### src/rtl/tdm_pkg.sv
// Shared constants and FSM state type for the 32-channel TDM demultiplexer.
// Latency: n/a (types and constants only).
// Backpressure: n/a.
package tdm_pkg;
  localparam int NCH = 32;
  localparam int CW  = 5;

  typedef enum logic {
    HUNT = 1'b0,
    RECV = 1'b1
  } state_t;
endpackage

### src/rtl/tdm_demux32_if.sv
// Serial TDM input, parallel frame output and status signals of the demux.
// Latency: n/a (signal bundle only).
// Backpressure: out_valid/out_ready on the frame side; the serial side has none.
interface tdm_demux32_if;
  import tdm_pkg::*;

  logic           din;
  logic           din_valid;
  logic           sync;
  logic [NCH-1:0] dout;
  logic           out_valid;
  logic           out_ready;
  logic [CW-1:0]  ch_cnt;
  logic           locked;
  logic           overrun;
  logic           sync_err;

  // Source/consumer side: drives the serial stream and frame acceptance.
  modport master (
    output din, din_valid, sync, out_ready,
    input  dout, out_valid, ch_cnt, locked, overrun, sync_err
  );

  // Demux side.
  modport slave (
    input  din, din_valid, sync, out_ready,
    output dout, out_valid, ch_cnt, locked, overrun, sync_err
  );
endinterface

### src/rtl/demux1x32.sv
// Combinational 1-to-32 decoder producing the shadow-register write enables.
// Latency: zero cycles (purely combinational).
// Backpressure: none; all-zero output when en is low.
module demux1x32
  import tdm_pkg::*;
(
  input  logic [CW-1:0]  sel,
  input  logic           en,
  output logic [NCH-1:0] onehot
);

  // Exactly one enable bit when en is high, none otherwise.
  always_comb begin
    onehot = '0;
    if (en) onehot[sel] = 1'b1;
  end

endmodule

### src/rtl/tdm_demux32.sv
// Serial-to-parallel TDM demux: collects 32 channel bits into a frame, hands it off on out_valid/out_ready.
// Latency: dout/out_valid update on the edge that samples the channel-31 bit.
// Backpressure: a completed frame arriving while an unconsumed one is held is dropped and flagged via overrun.
module tdm_demux32 #(
  parameter int NCH = tdm_pkg::NCH,
  parameter int CW  = tdm_pkg::CW
) (
  input  logic          clk,
  input  logic          rst_n,
  tdm_demux32_if.slave  bus
);
  import tdm_pkg::*;

  state_t         r_state;
  state_t         w_state_nxt;
  logic [CW-1:0]  r_ch_cnt;
  logic [CW-1:0]  w_ch_cnt_nxt;
  logic [CW-1:0]  w_sel;
  logic [NCH-1:0] r_shadow;
  logic [NCH-1:0] r_dout;
  logic [NCH-1:0] w_onehot;
  logic [NCH-1:0] w_frame;
  logic           r_out_valid;
  logic           r_overrun;
  logic           r_sync_err;
  logic           w_accept;
  logic           w_frame_done;
  logic           w_load;
  logic           w_out_valid_nxt;
  logic           w_overrun_nxt;
  logic           w_sync_err_nxt;

  // Write-enable decode: a sync always targets channel 0, otherwise the running counter.
  demux1x32 u_demux (
    .sel    (w_sel),
    .en     (w_accept),
    .onehot (w_onehot)
  );

  // Next-state, counter and frame hand-off decisions.
  always_comb begin
    w_state_nxt     = r_state;
    w_ch_cnt_nxt    = r_ch_cnt;
    w_sel           = bus.sync ? '0 : r_ch_cnt;
    // In HUNT only a sync-marked bit is taken; in RECV every valid bit is.
    w_accept        = bus.din_valid && ((r_state == RECV) || bus.sync);
    // A sync in the middle of a frame restarts it at channel 0.
    w_sync_err_nxt  = (r_state == RECV) && bus.din_valid && bus.sync && (r_ch_cnt != '0);
    w_frame_done    = w_accept && (w_sel == CW'(NCH - 1));
    // Channel-31 bit bypasses the shadow so the frame is ready on the same edge.
    w_frame         = {bus.din, r_shadow[NCH-2:0]};
    w_load          = w_frame_done && (!r_out_valid || bus.out_ready);
    w_overrun_nxt   = w_frame_done && r_out_valid && !bus.out_ready;
    w_out_valid_nxt = r_out_valid;

    if (w_load) begin
      w_out_valid_nxt = 1'b1;
    end else if (r_out_valid && bus.out_ready) begin
      w_out_valid_nxt = 1'b0;
    end

    if (w_accept) begin
      w_state_nxt  = RECV;
      w_ch_cnt_nxt = w_sel + 1'b1;
    end
  end

  // All state: FSM, counter, shadow, output frame and status pulses.
  always_ff @(posedge clk or negedge rst_n) begin
    if (!rst_n) begin
      r_state     <= HUNT;
      r_ch_cnt    <= '0;
      r_shadow    <= '0;
      r_dout      <= '0;
      r_out_valid <= 1'b0;
      r_overrun   <= 1'b0;
      r_sync_err  <= 1'b0;
    end else begin
      r_state     <= w_state_nxt;
      r_ch_cnt    <= w_ch_cnt_nxt;
      r_shadow    <= (r_shadow & ~w_onehot) | (w_onehot & {NCH{bus.din}});
      if (w_load) r_dout <= w_frame;
      r_out_valid <= w_out_valid_nxt;
      r_overrun   <= w_overrun_nxt;
      r_sync_err  <= w_sync_err_nxt;
    end
  end

  assign bus.dout      = r_dout;
  assign bus.out_valid = r_out_valid;
  assign bus.ch_cnt    = r_ch_cnt;
  assign bus.locked    = (r_state == RECV);
  assign bus.overrun   = r_overrun;
  assign bus.sync_err  = r_sync_err;

endmodule

### src/flat_wrapper.sv
// flat-port wrapper written by rule: the top's interface ports become plain ports
module tdm_demux32_flat import tdm_pkg::*;
#(
  parameter int NCH = tdm_pkg::NCH,
  parameter int CW  = tdm_pkg::CW
)
  (clk, rst_n, bus_din, bus_din_valid, bus_sync, bus_out_ready, bus_dout, bus_out_valid, bus_ch_cnt, bus_locked, bus_overrun, bus_sync_err);
  tdm_demux32_if bus_i ();
  input  logic clk;
  input  logic rst_n;
  input wire logic [$bits(bus_i.din)-1:0] bus_din;
  input wire logic [$bits(bus_i.din_valid)-1:0] bus_din_valid;
  input wire logic [$bits(bus_i.sync)-1:0] bus_sync;
  input wire logic [$bits(bus_i.out_ready)-1:0] bus_out_ready;
  output wire logic [$bits(bus_i.dout)-1:0] bus_dout;
  output wire logic [$bits(bus_i.out_valid)-1:0] bus_out_valid;
  output wire logic [$bits(bus_i.ch_cnt)-1:0] bus_ch_cnt;
  output wire logic [$bits(bus_i.locked)-1:0] bus_locked;
  output wire logic [$bits(bus_i.overrun)-1:0] bus_overrun;
  output wire logic [$bits(bus_i.sync_err)-1:0] bus_sync_err;
  assign bus_i.din = bus_din;
  assign bus_i.din_valid = bus_din_valid;
  assign bus_i.sync = bus_sync;
  assign bus_i.out_ready = bus_out_ready;
  assign bus_dout = bus_i.dout;
  assign bus_out_valid = bus_i.out_valid;
  assign bus_ch_cnt = bus_i.ch_cnt;
  assign bus_locked = bus_i.locked;
  assign bus_overrun = bus_i.overrun;
  assign bus_sync_err = bus_i.sync_err;
  tdm_demux32 #(.NCH(NCH), .CW(CW)) u_core (.clk(clk), .rst_n(rst_n), .bus(bus_i));
endmodule
### config.mk
export PLATFORM = sky130hd
export DESIGN_NAME = tdm_demux32_flat
export DESIGN_NICKNAME = d
export VERILOG_FILES = /design/src/rtl/tdm_pkg.sv /design/src/rtl/tdm_demux32_if.sv /design/src/rtl/demux1x32.sv /design/src/rtl/tdm_demux32.sv /design/src/flat_wrapper.sv
export SDC_FILE = /design/constraint.sdc
export NUM_CORES = 1
export LEC_CHECK = 0
export BUFFER_PORTS_ARGS = -buffer_cell sky130_fd_sc_hd__buf_2
export CAP_MARGIN = 10
export CELL_PAD_IN_SITES_DETAIL_PLACEMENT = 2
export CELL_PAD_IN_SITES_GLOBAL_PLACEMENT = 2
export CORE_ASPECT_RATIO = 0.8
export CORE_UTILIZATION = 42
export DETAILED_ROUTE_END_ITERATION = 12
export GPL_TIMING_DRIVEN = 0
export HOLD_SLACK_MARGIN = 0.02
export PLACE_DENSITY = 0.92
export SYNTH_ARGS = -nofsm -noshare
export SYNTH_HDL_FRONTEND = slang
export SYNTH_SLANG_ARGS = --single-unit
### constraint.sdc
create_clock -name clk -period 5.7 [get_ports clk]
set_input_delay 0.57 -clock clk [delete_from_list [all_inputs] [get_ports clk]]
set_output_delay 0.57 -clock clk [all_outputs]
set_load 0.01 [all_outputs]
# Word-level counts from Yosys, hierarchy flattened
# Index checks and enable logic that the tools add are counted.
# word_totals
ff_bits	73
in_bits	6
out_inout_bits	41
word_cells	37
# op_classes
addsub	1
n_lt_le_gt_ge	2
n_eq_ne	1
muxes	6
bitwise	4
n_reduce_logical	16
# op_table
cell	n
AND 32 bit	2
2-to-1 mux 32 bit	1
inverter 32 bit	1
OR 32 bit	1
logical AND 1 bit	10
less-than comparator 5 x 6 -> 1 bit, second input constant	1
adder 5 x 1 -> 5 bit, second input constant	1
demux 1 bit (select 5 bit)	1
equality test 5 bit, second input constant	1
greater-or-equal comparator 5 x 1 -> 1 bit, second input constant	1
2-to-1 mux 5 bit	1
nonzero test 5 bit	1
2-to-1 mux 1 bit	3
zero test 1 bit	2
logical OR 1 bit	2
nonzero test 2 bit	1

# Depth between registers and ports, before layout
# Gate-level depths: netlist of run 1.
# logic_depth
depth_word	9
ltp_mapped	9
mapped_depth_nobuf	6

# Modules after synthesis
# A second synthesis of run 1 with hierarchy kept.
# unflattened
hier_cells	227
hier_area_um2	3131.8
# by_module_without_submodules
mod	n_inst	cells_per_inst	area_each_um2	seq_area_each_um2
tdm_demux32	1	180	2901.5	1801.7
demux1x32	1	47	230.2	0.0

# Worst setup path after synthesis of run 1
# No wires, ideal clock.
# synth_timing
path_type	input port to flip-flop
from	input bus_sync
to	register u_core.r_dout[0], in the netlist u_core.bus.dout[0]
arrival_time_ns	2.202
t_required_ns	5.572
path_slack_ns	3.371
cell_stages	9
path_buffers	3
path_cell_list	buf_4 buf_2 nor2b_1 ha_1 and3_1 ha_1 nand3_2 buf_2 mux2_1
# synth_between
elab_chain_cells	4
word_cells_on_any_way	6
classes_between	1 x eq/ne; 1 x mux; 4 x reduce/logical
# synth_lines
item	line_no	text
from (decl)	flat_wrapper.sv:13	input wire logic [$bits(bus_i.sync)-1:0] bus_sync;
2-to-1 mux 5 bit or logical OR 1 bit (tied branches)	tdm_demux32.sv:44, tdm_demux32.sv:46	
equality test 5 bit or logical AND 1 bit (tied branches)	tdm_demux32.sv:49, tdm_demux32.sv:46	
logical AND 1 bit *	tdm_demux32.sv:49	w_frame_done = w_accept && (w_sel == CW'(NCH - 1));
logical AND 1 bit *	tdm_demux32.sv:52	w_load = w_frame_done && (!r_out_valid || bus.out_ready);
to (signal assigned)	tdm_demux32.sv:82	if (w_load) r_dout <= w_frame;
to (decl)	tdm_demux32.sv:20	logic [NCH-1:0] r_dout;
# Every way passes the cells marked *; elsewhere a longest branch is shown, timed or not.
# A chain may end at the register's enable or synchronous reset.

# Worst setup path after layout of run 1
# layout_timing
from	input bus_sync
to	register u_core.r_dout[21], in the netlist u_core.bus.dout[21]
# The elaborated chain is that of the path after synthesis.

==> results.tsv, run 1 <==
stage	metric	value	unit
status	status	finished, final reports clean	
sta	RSZ-0062 raised after global routing	no	
setup_path	CP Capture Type	flip-flop	
logic_synthesis	Synth Warn #	0	
detailed_routing	DRC violation count after routing	0	
logic_synthesis	Synth cell types	30	
place	half-perimeter wire length after placement	5050	um
cells_and_area	fill cell count	691	
clocking	Worst-path clk slew	0.08	ns
global_route	first-pass GRT wire length	12800	um
cells_and_area	Nets	300	
global_route	initial antenna violation count	0	
sta	setup total negative slack	0	ns
sta	Period minus WS final	2.69	ns
setup_path	Crit-path slowest cell	mux2_1	
detailed_routing	drt via density	5.40	
logic_synthesis	Mapped Area	3110	um^2
clocking	CTS resizes	0	
logic_synthesis	simple-gate share of the synthesized area	10.2	%
logic_synthesis	syn nets	243	
power_and_ir_drop	P_leak	1.94	nW
global_route	grt met1 use	26.0	%
setup_path	worst path required time	5.93	ns
detailed_routing	routed via count	2056	
cells_and_area	P&R area growth vs syn	17.2	%
global_route	Top Usage Layer GRT	met2	
sta	Final Hold Vio Count	0	
setup_path	FF-to-FF End	u_core.bus.dout[21]$_DFFE_PN0P_	
cells_and_area	fin util	51.9	%
setup_path	CP dominant cell by count	buf_2	
power_and_ir_drop	pwr/cell area	294	nW/um^2
power_and_ir_drop	Peak VDD IR	0.131	mV
place	PortBufs	46	
logic_synthesis	mux share of post-synthesis cell area	22.8	%
setup_path	Largest delay share family, worst path	buffers and inverters	
setup_path	Critical Setup Path Class	input port to flip-flop	
sta	Max Fclk	0.371	GHz
setup_path	Critical R2R Launch	u_core.bus.ch_cnt[0]$_DFFE_PN0P_	
clocking	H-Tree Depth	3	
logic_synthesis	post-synthesis compound-gate area fraction	4.66	%
logic_synthesis	largest family of logic cells by synthesized area	multiplexers	
detailed_routing	WL/cell	20.2	um
logic_synthesis	Mean Syn Cell Area	13.4	um^2
logic_synthesis	register area share after synthesis	57.9	%
cells_and_area	n_diodes	0	
cells_and_area	share of layout cells above drive strength 1	39.1	%
clocking	CTS tree	yes	
detailed_routing	drt total wl	7720	um
floorplanning	DIE WIDTH	98.2	um
sta	clock skew	0.00562	ns
sta	Final setup viols	0	
sta	actual slew at the worst max-slew pin	0.901	ns
clocking	clk_lat worst skew	0.35	ns
sta	Slew headroom	40.0	%
clocking	CTS Buffer Depth	2	
global_route	met2 usage	39.0	%
clocking	Post-CTS Setup Inserts	0	
global_route	grt ovf	0	
clocking	hold_buf cts	0	
clocking	Num CTS Buffers	9	
place	Placer Congestion	0.824	
clocking	number of clock sinks	72	
detailed_routing	Initial DRC Count	95	
setup_path	CP max stage delay	0.34	ns
setup_path	Worst R2R Path Depth	7	
logic_synthesis	register bit count reported by yosys	72	
clocking	Clock Tree Root	clkbuf_8	
setup_path	CP Max Fanout	10	
floorplanning	Core ar.	7030	um^2
sta	Slew Viols, Final	0	
worst_hold_path	Tightest Hold Check Type	input port to async pin	
logic_synthesis	post-synthesis xor/xnor area fraction	0	%
global_route	largest net degree at the start of global routing	73	
detailed_routing	1st-pass router iterations	6	
floorplanning	Vert. Die Dim	79.0	um
floorplanning	Die ar.	7760	um^2
floorplanning	Initial Utilization	44.3	%
setup_path	crit path DAT	2.92	ns
logic_synthesis	Cells after Synth	232	
logic_synthesis	adder-cell share of the synthesized area	2.01	%
global_route	number of global-route vias before repair	2401	
floorplanning	I/O Pins	47	
detailed_routing	ANT nets after route	0	
setup_path	CP Buf/Inv Count	4	
floorplanning	Row Count	27	
setup_path	Reg2Reg Setup Slack	3.27	ns
flow_run	max cap viols	0	
setup_path	nature of the critical path startpoint	input port	
setup_path	crit-path cells	buf_2, buf_4, buf_2, nor2b_1, ha_1, and3_1, ha_1, nand3_2, buf_2, mux2_1	
sta	Tcrit/Tclk final	47.3	%
global_route	total track usage	22.1	%
global_route	GR Util met3	6.51	%
-- synth_stat cells --
library cell | n | area share [%]
a21o_1 | 1 | 0.24
nor2b_1 | 4 | 0.80
o21ai_0 | 6 | 0.97
nand2b_1 | 1 | 0.20
buf_2 | 9 | 1.4
nand2_1 | 32 | 3.9
buf_4 | 1 | 0.24
mux2_1 | 31 | 11
and3_1 | 1 | 0.20
mux2_2 | 32 | 12
a21oi_1 | 3 | 0.48
o21a_2 | 1 | 0.28
ha_1 | 5 | 2.0
o21ai_1 | 1 | 0.16
clkbuf_1 | 3 | 0.36
a21boi_0 | 1 | 0.24
nor4b_2 | 3 | 1.4
and4bb_2 | 3 | 1.2
nand3_1 | 3 | 0.48
nor3_2 | 1 | 0.32
o22ai_1 | 1 | 0.20
nand3_2 | 1 | 0.32
nor2_1 | 3 | 0.36
o211a_1 | 2 | 0.64
nor4_1 | 1 | 0.20
nand4_1 | 4 | 0.80
dfrtp_1 | 72 | 58
o211a_4 | 2 | 1.1
a221o_1 | 1 | 0.32
inv_1 | 3 | 0.36
-- cell usage in the layout (no fill, tap or decap), types with 2 or more instances in the layout --
cell type and instances:
clkbuf_1 3, nand2_1 32, mux2_1 31, o21ai_0 6, nand3_1 3, mux2_2 32, dfrtp_1 72, nor2b_1 4
clkbuf_8 9, nand4_1 4, ha_1 5, clkinv_2 3, inv_1 3, nor2_1 3, o211a_4 2, nor4b_2 3
buf_2 54, and4bb_2 3, buf_4 2, o211a_1 2, a21oi_1 3
-- cells by family (layout without fill, tap and decap cells) --
logic type	count (synthesis)	count (layout)
AOI/OAI and AO/OA	19	19
muxes	63	63
and+or+nand+nor	57	57
adders and majority gates	5	5
buffers and inverters	16	78
DFF	72	72
-- metrics by stage --
stage                     instance area [um^2]  hold WS [ns]  std cells  total power [mW]  worst slack [ns]
after global placement                    3450         0.465        365             0.665              2.86
after global routing                      3650         0.391        381              1.12              2.89
final                                     3650         0.322        381              1.07              3.01
after detailed placement                  3450         0.477        365             0.675              2.71
after floorplan                           3110         0.274        232             0.628              3.37
after CTS                                 3650         0.376        381              1.09              3.02
-- worst max path at each step --
stage | endpoint | from | cells past startpoint | slack [ns]
final | u_core.bus.dout[21]$_DFFE_PN0P_ | bus_sync | 10 | 3.01
after global routing | u_core.bus.dout[14]$_DFFE_PN0P_ | bus_sync | 10 | 2.89
after CTS | u_core.bus.dout[14]$_DFFE_PN0P_ | bus_sync | 10 | 3.02
after detailed placement | u_core.bus.dout[15]$_DFFE_PN0P_ | bus_sync | 10 | 2.71
after global placement | u_core.bus.dout[14]$_DFFE_PN0P_ | bus_sync | 10 | 2.86
after floorplan | u_core.bus.dout[0]$_DFFE_PN0P_ | bus_sync | 9 | 3.37
-- worst register-to-register path: cells and delay by family, from the launching register on --
kind / cells / cell delay [ns]
buffers and inverters: 1 / 0.29
muxes: 1 / 0.34
adders and majority gates: 2 / 0.49
DFF: 1 / 0.46
and+or+nand+nor: 3 / 0.75
-- metal layers --
metal | part of all wire, % | vias up
li1 | - | 930
met1 | 42 | 1067
met2 | 52 | 44
met3 | 3.8 | 15
met4 | 1.7 | 0
met5 | 0 | -
-- final cells by class --
class                      count  area (um^2)  share of cell area [%]
buffer                        13         63.8                    1.75
sequential                    72         1800                    49.4
timing repair buffer          46          233                    6.38
clock buffer                   9          124                    3.40
inverter                       3         11.3                   0.309
multi-input combinational    144         1230                    33.9
clock inverter                 7         70.1                    1.92
tap                           87          109                    2.98
-- power by group --
part           switching, mW  total, mW  internal [mW]
logic                 0.0612      0.104         0.0430
registers             0.0199      0.561          0.541
clock network          0.205      0.407          0.202
Note: power is estimated with default switching activity, not from simulation.
==> inputs of run 2 (changes only) <==
--- a/config.mk
+++ b/config.mk
@@ -10,11 +10,11 @@
 export CELL_PAD_IN_SITES_DETAIL_PLACEMENT = 2
 export CELL_PAD_IN_SITES_GLOBAL_PLACEMENT = 2
 export CORE_ASPECT_RATIO = 0.8
-export CORE_UTILIZATION = 42
+export CORE_UTILIZATION = 35
 export DETAILED_ROUTE_END_ITERATION = 12
 export GPL_TIMING_DRIVEN = 0
 export HOLD_SLACK_MARGIN = 0.02
-export PLACE_DENSITY = 0.92
+export PLACE_DENSITY = 0.83
 export SYNTH_ARGS = -nofsm -noshare
 export SYNTH_HDL_FRONTEND = slang
 export SYNTH_SLANG_ARGS = --single-unit
==> constraint.sdc (replaced) <==
create_clock -name clk -period 2.15 [get_ports clk]
set_input_delay 0.215 -clock clk [delete_from_list [all_inputs] [get_ports clk]]
set_output_delay 0.215 -clock clk [all_outputs]
set_load 0.01 [all_outputs]
==> run 2 against run 1 <==
Against the previous run:
- sequential cell count unchanged
- critical path depth unchanged
- via count decreased by 0.68%
- register-to-register slack got worse by 3.2 ns
- combinational power increased to 2.8 times the previous value
- die area increased by 20%
- worst setup slack got worse by 2.9 ns
- clock power increased to 2.7 times the previous value
- worst hold slack got worse by 0.15 ns
- clock-buffer cell count increased by 2
- routed wire length decreased by 4.3%
- largest power group unchanged
==> results.tsv, run 2 (synthesis gave the netlist of run 1 again) <==
stage	metric	value	unit
status	status	finished, final reports clean	
clocking	CTS tree	yes	
clocking	Clock Tree Root	clkbuf_8	
setup_path	worst path required time	2.39	ns
floorplanning	Die ar.	9270	um^2
clocking	Post-CTS Setup Inserts	0	
sta	Slew headroom	39.2	%
floorplanning	DIE WIDTH	107	um
place	PortBufs	46	
detailed_routing	ANT nets after route	0	
clocking	CTS Buffer Depth	2	
worst_hold_path	Tightest Hold Check Type	input port to flip-flop	
setup_path	Critical Setup Path Class	input port to flip-flop	
sta	actual slew at the worst max-slew pin	0.911	ns
flow_run	max cap viols	0	
sta	Period minus WS final	2.04	ns
global_route	total track usage	18.0	%
sta	hold_ws	0.168	ns
floorplanning	I/O Pins	47	
power_and_ir_drop	total power	2.87	mW
global_route	first-pass GRT wire length	12400	um
sta	clock skew	0.00895	ns
sta	Slew Viols, Final	0	
sta	Final setup viols	0	
cells_and_area	P&R area growth vs syn	20.1	%
place	Placer Congestion	0.747	
cells_and_area	most common cell after layout, fill and taps aside	dfrtp_1	
detailed_routing	routed via count	2042	
power_and_ir_drop	P_leak	1.96	nW
detailed_routing	drt total wl	7380	um
setup_path	CP Capture Type	flip-flop	
sta	RSZ-0062 raised after global routing	no	
sta	Final Hold Vio Count	0	
setup_path	Reg2Reg Setup Slack	0.12	ns
setup_path	CP Max Fanout	10	
detailed_routing	Initial DRC Count	45	
cells_and_area	n_diodes	0	
global_route	largest net degree at the start of global routing	73	
global_route	initial antenna violation count	0	
cells_and_area	share of layout cells above drive strength 1	41.0	%
detailed_routing	drt via density	5.02	
clocking	H-Tree Depth	3	
floorplanning	Row Count	30	
detailed_routing	1st-pass router iterations	5	
global_route	number of global-route vias before repair	2339	
setup_path	crit path DAT	2.28	ns
power_and_ir_drop	pwr/cell area	768	nW/um^2
sta	Max Fclk	0.490	GHz
setup_path	nature of the critical path startpoint	input port	
cells_and_area	fill cell count	875	
clocking	number of clock sinks	72	
floorplanning	Initial Utilization	36.4	%
cells_and_area	Nets	301	
clocking	Worst-path clk slew	0.08	ns
detailed_routing	WL/cell	18.1	um
sta	post-route setup slack	0.109	ns
place	pre-CTS setup slack	-0.439	ns
floorplanning	Vert. Die Dim	86.3	um
floorplanning	Core ar.	8560	um^2
global_route	grt ovf	0	
place	half-perimeter wire length after placement	5110	um
clocking	Num CTS Buffers	9	
place	Cells after DPL	390	
cells_and_area	fin cells	407	
sta	Tcrit/Tclk final	94.9	%
cells_and_area	commonest non-fill, non-tap cells in the layout	dfrtp_1, buf_2, nand2_1, mux2_2, mux2_1	
clocking	clk_lat worst skew	0.35	ns
detailed_routing	DRC violation count after routing	0	
power_and_ir_drop	Peak VDD IR	0.275	mV
run 2: path summary, 6_finish.rpt:
path / endpoint / from / cells after the start
setup / recovery: u_core.bus.dout[19]$_DFFE_PN0P_ / bus_sync / 10
hold / removal: flip-flop / bus_din / 2
setup reg to reg: u_core.bus.dout[19]$_DFFE_PN0P_ / u_core.bus.ch_cnt[0]$_DFFE_PN0P_ / 7
hold reg to reg: u_core.bus.dout[0]$_DFFE_PN0P_ / u_core.bus.dout[0]$_DFFE_PN0P_ / 1
max in group asynchronous: u_core.bus.ch_cnt[2]$_DFFE_PN0P_ / rst_n / 2
min in group asynchronous: u_core.bus.ch_cnt[0]$_DFFE_PN0P_ / rst_n / 2
run 2: per-layer routing:
layer  global-route usage, %  vias to the layer above  wire length [um]
met3                    4.96                       11               342
met2                    29.6                       52              3580
met4                    6.72                        0                87
met1                    22.8                     1052              3370
li1                        -                      927                 -
met5                       0                        -                 0
run 2: where the power goes:
part           leakage [nW]  switching [mW]  internal (mW)
registers             0.980          0.0603           1.44
logic                 0.879           0.164          0.126
clock network        0.0993           0.518          0.566
run 2: final cells by class:
type	instances	area, um^2	share of cell area [%]
repair buffers	47	243	6.49
clock inverters	5	56.3	1.51
plain buffers	13	73.8	1.97
inverters	3	11.3	0.301
clock buffers	11	141	3.78
flip-flops and latches	72	1810	48.3
multi-input cells	144	1270	33.9
well taps	112	140	3.75
run 2: critical path, stage by stage:
cell and delay (ns):
buf_2 0.18, buf_4 0.22, buf_2 0.29, nor2b_4 0.08, ha_2 0.22, and3_1 0.15
ha_1 0.22, nand3_4 0.12, buf_4 0.22, mux2_1 0.35
run 2: repair_timing:
action,in CTS,in global routing
resized for setup,9,6
hold endpoints to repair,6,0
setup endpoints to repair,30,30
cloned,0,0
hold buffers,1,0
run 2: per-stage QoR:
step	TNS, ns	cell area, um^2	utilization (%)
final	0	3740	43.7
after global routing	0	3740	43.7
after CTS	0	3720	43.4
after detailed placement	-12.83	3480	40.7
after global placement	-9.24	3480	40.7
after floorplan	0	3110	-
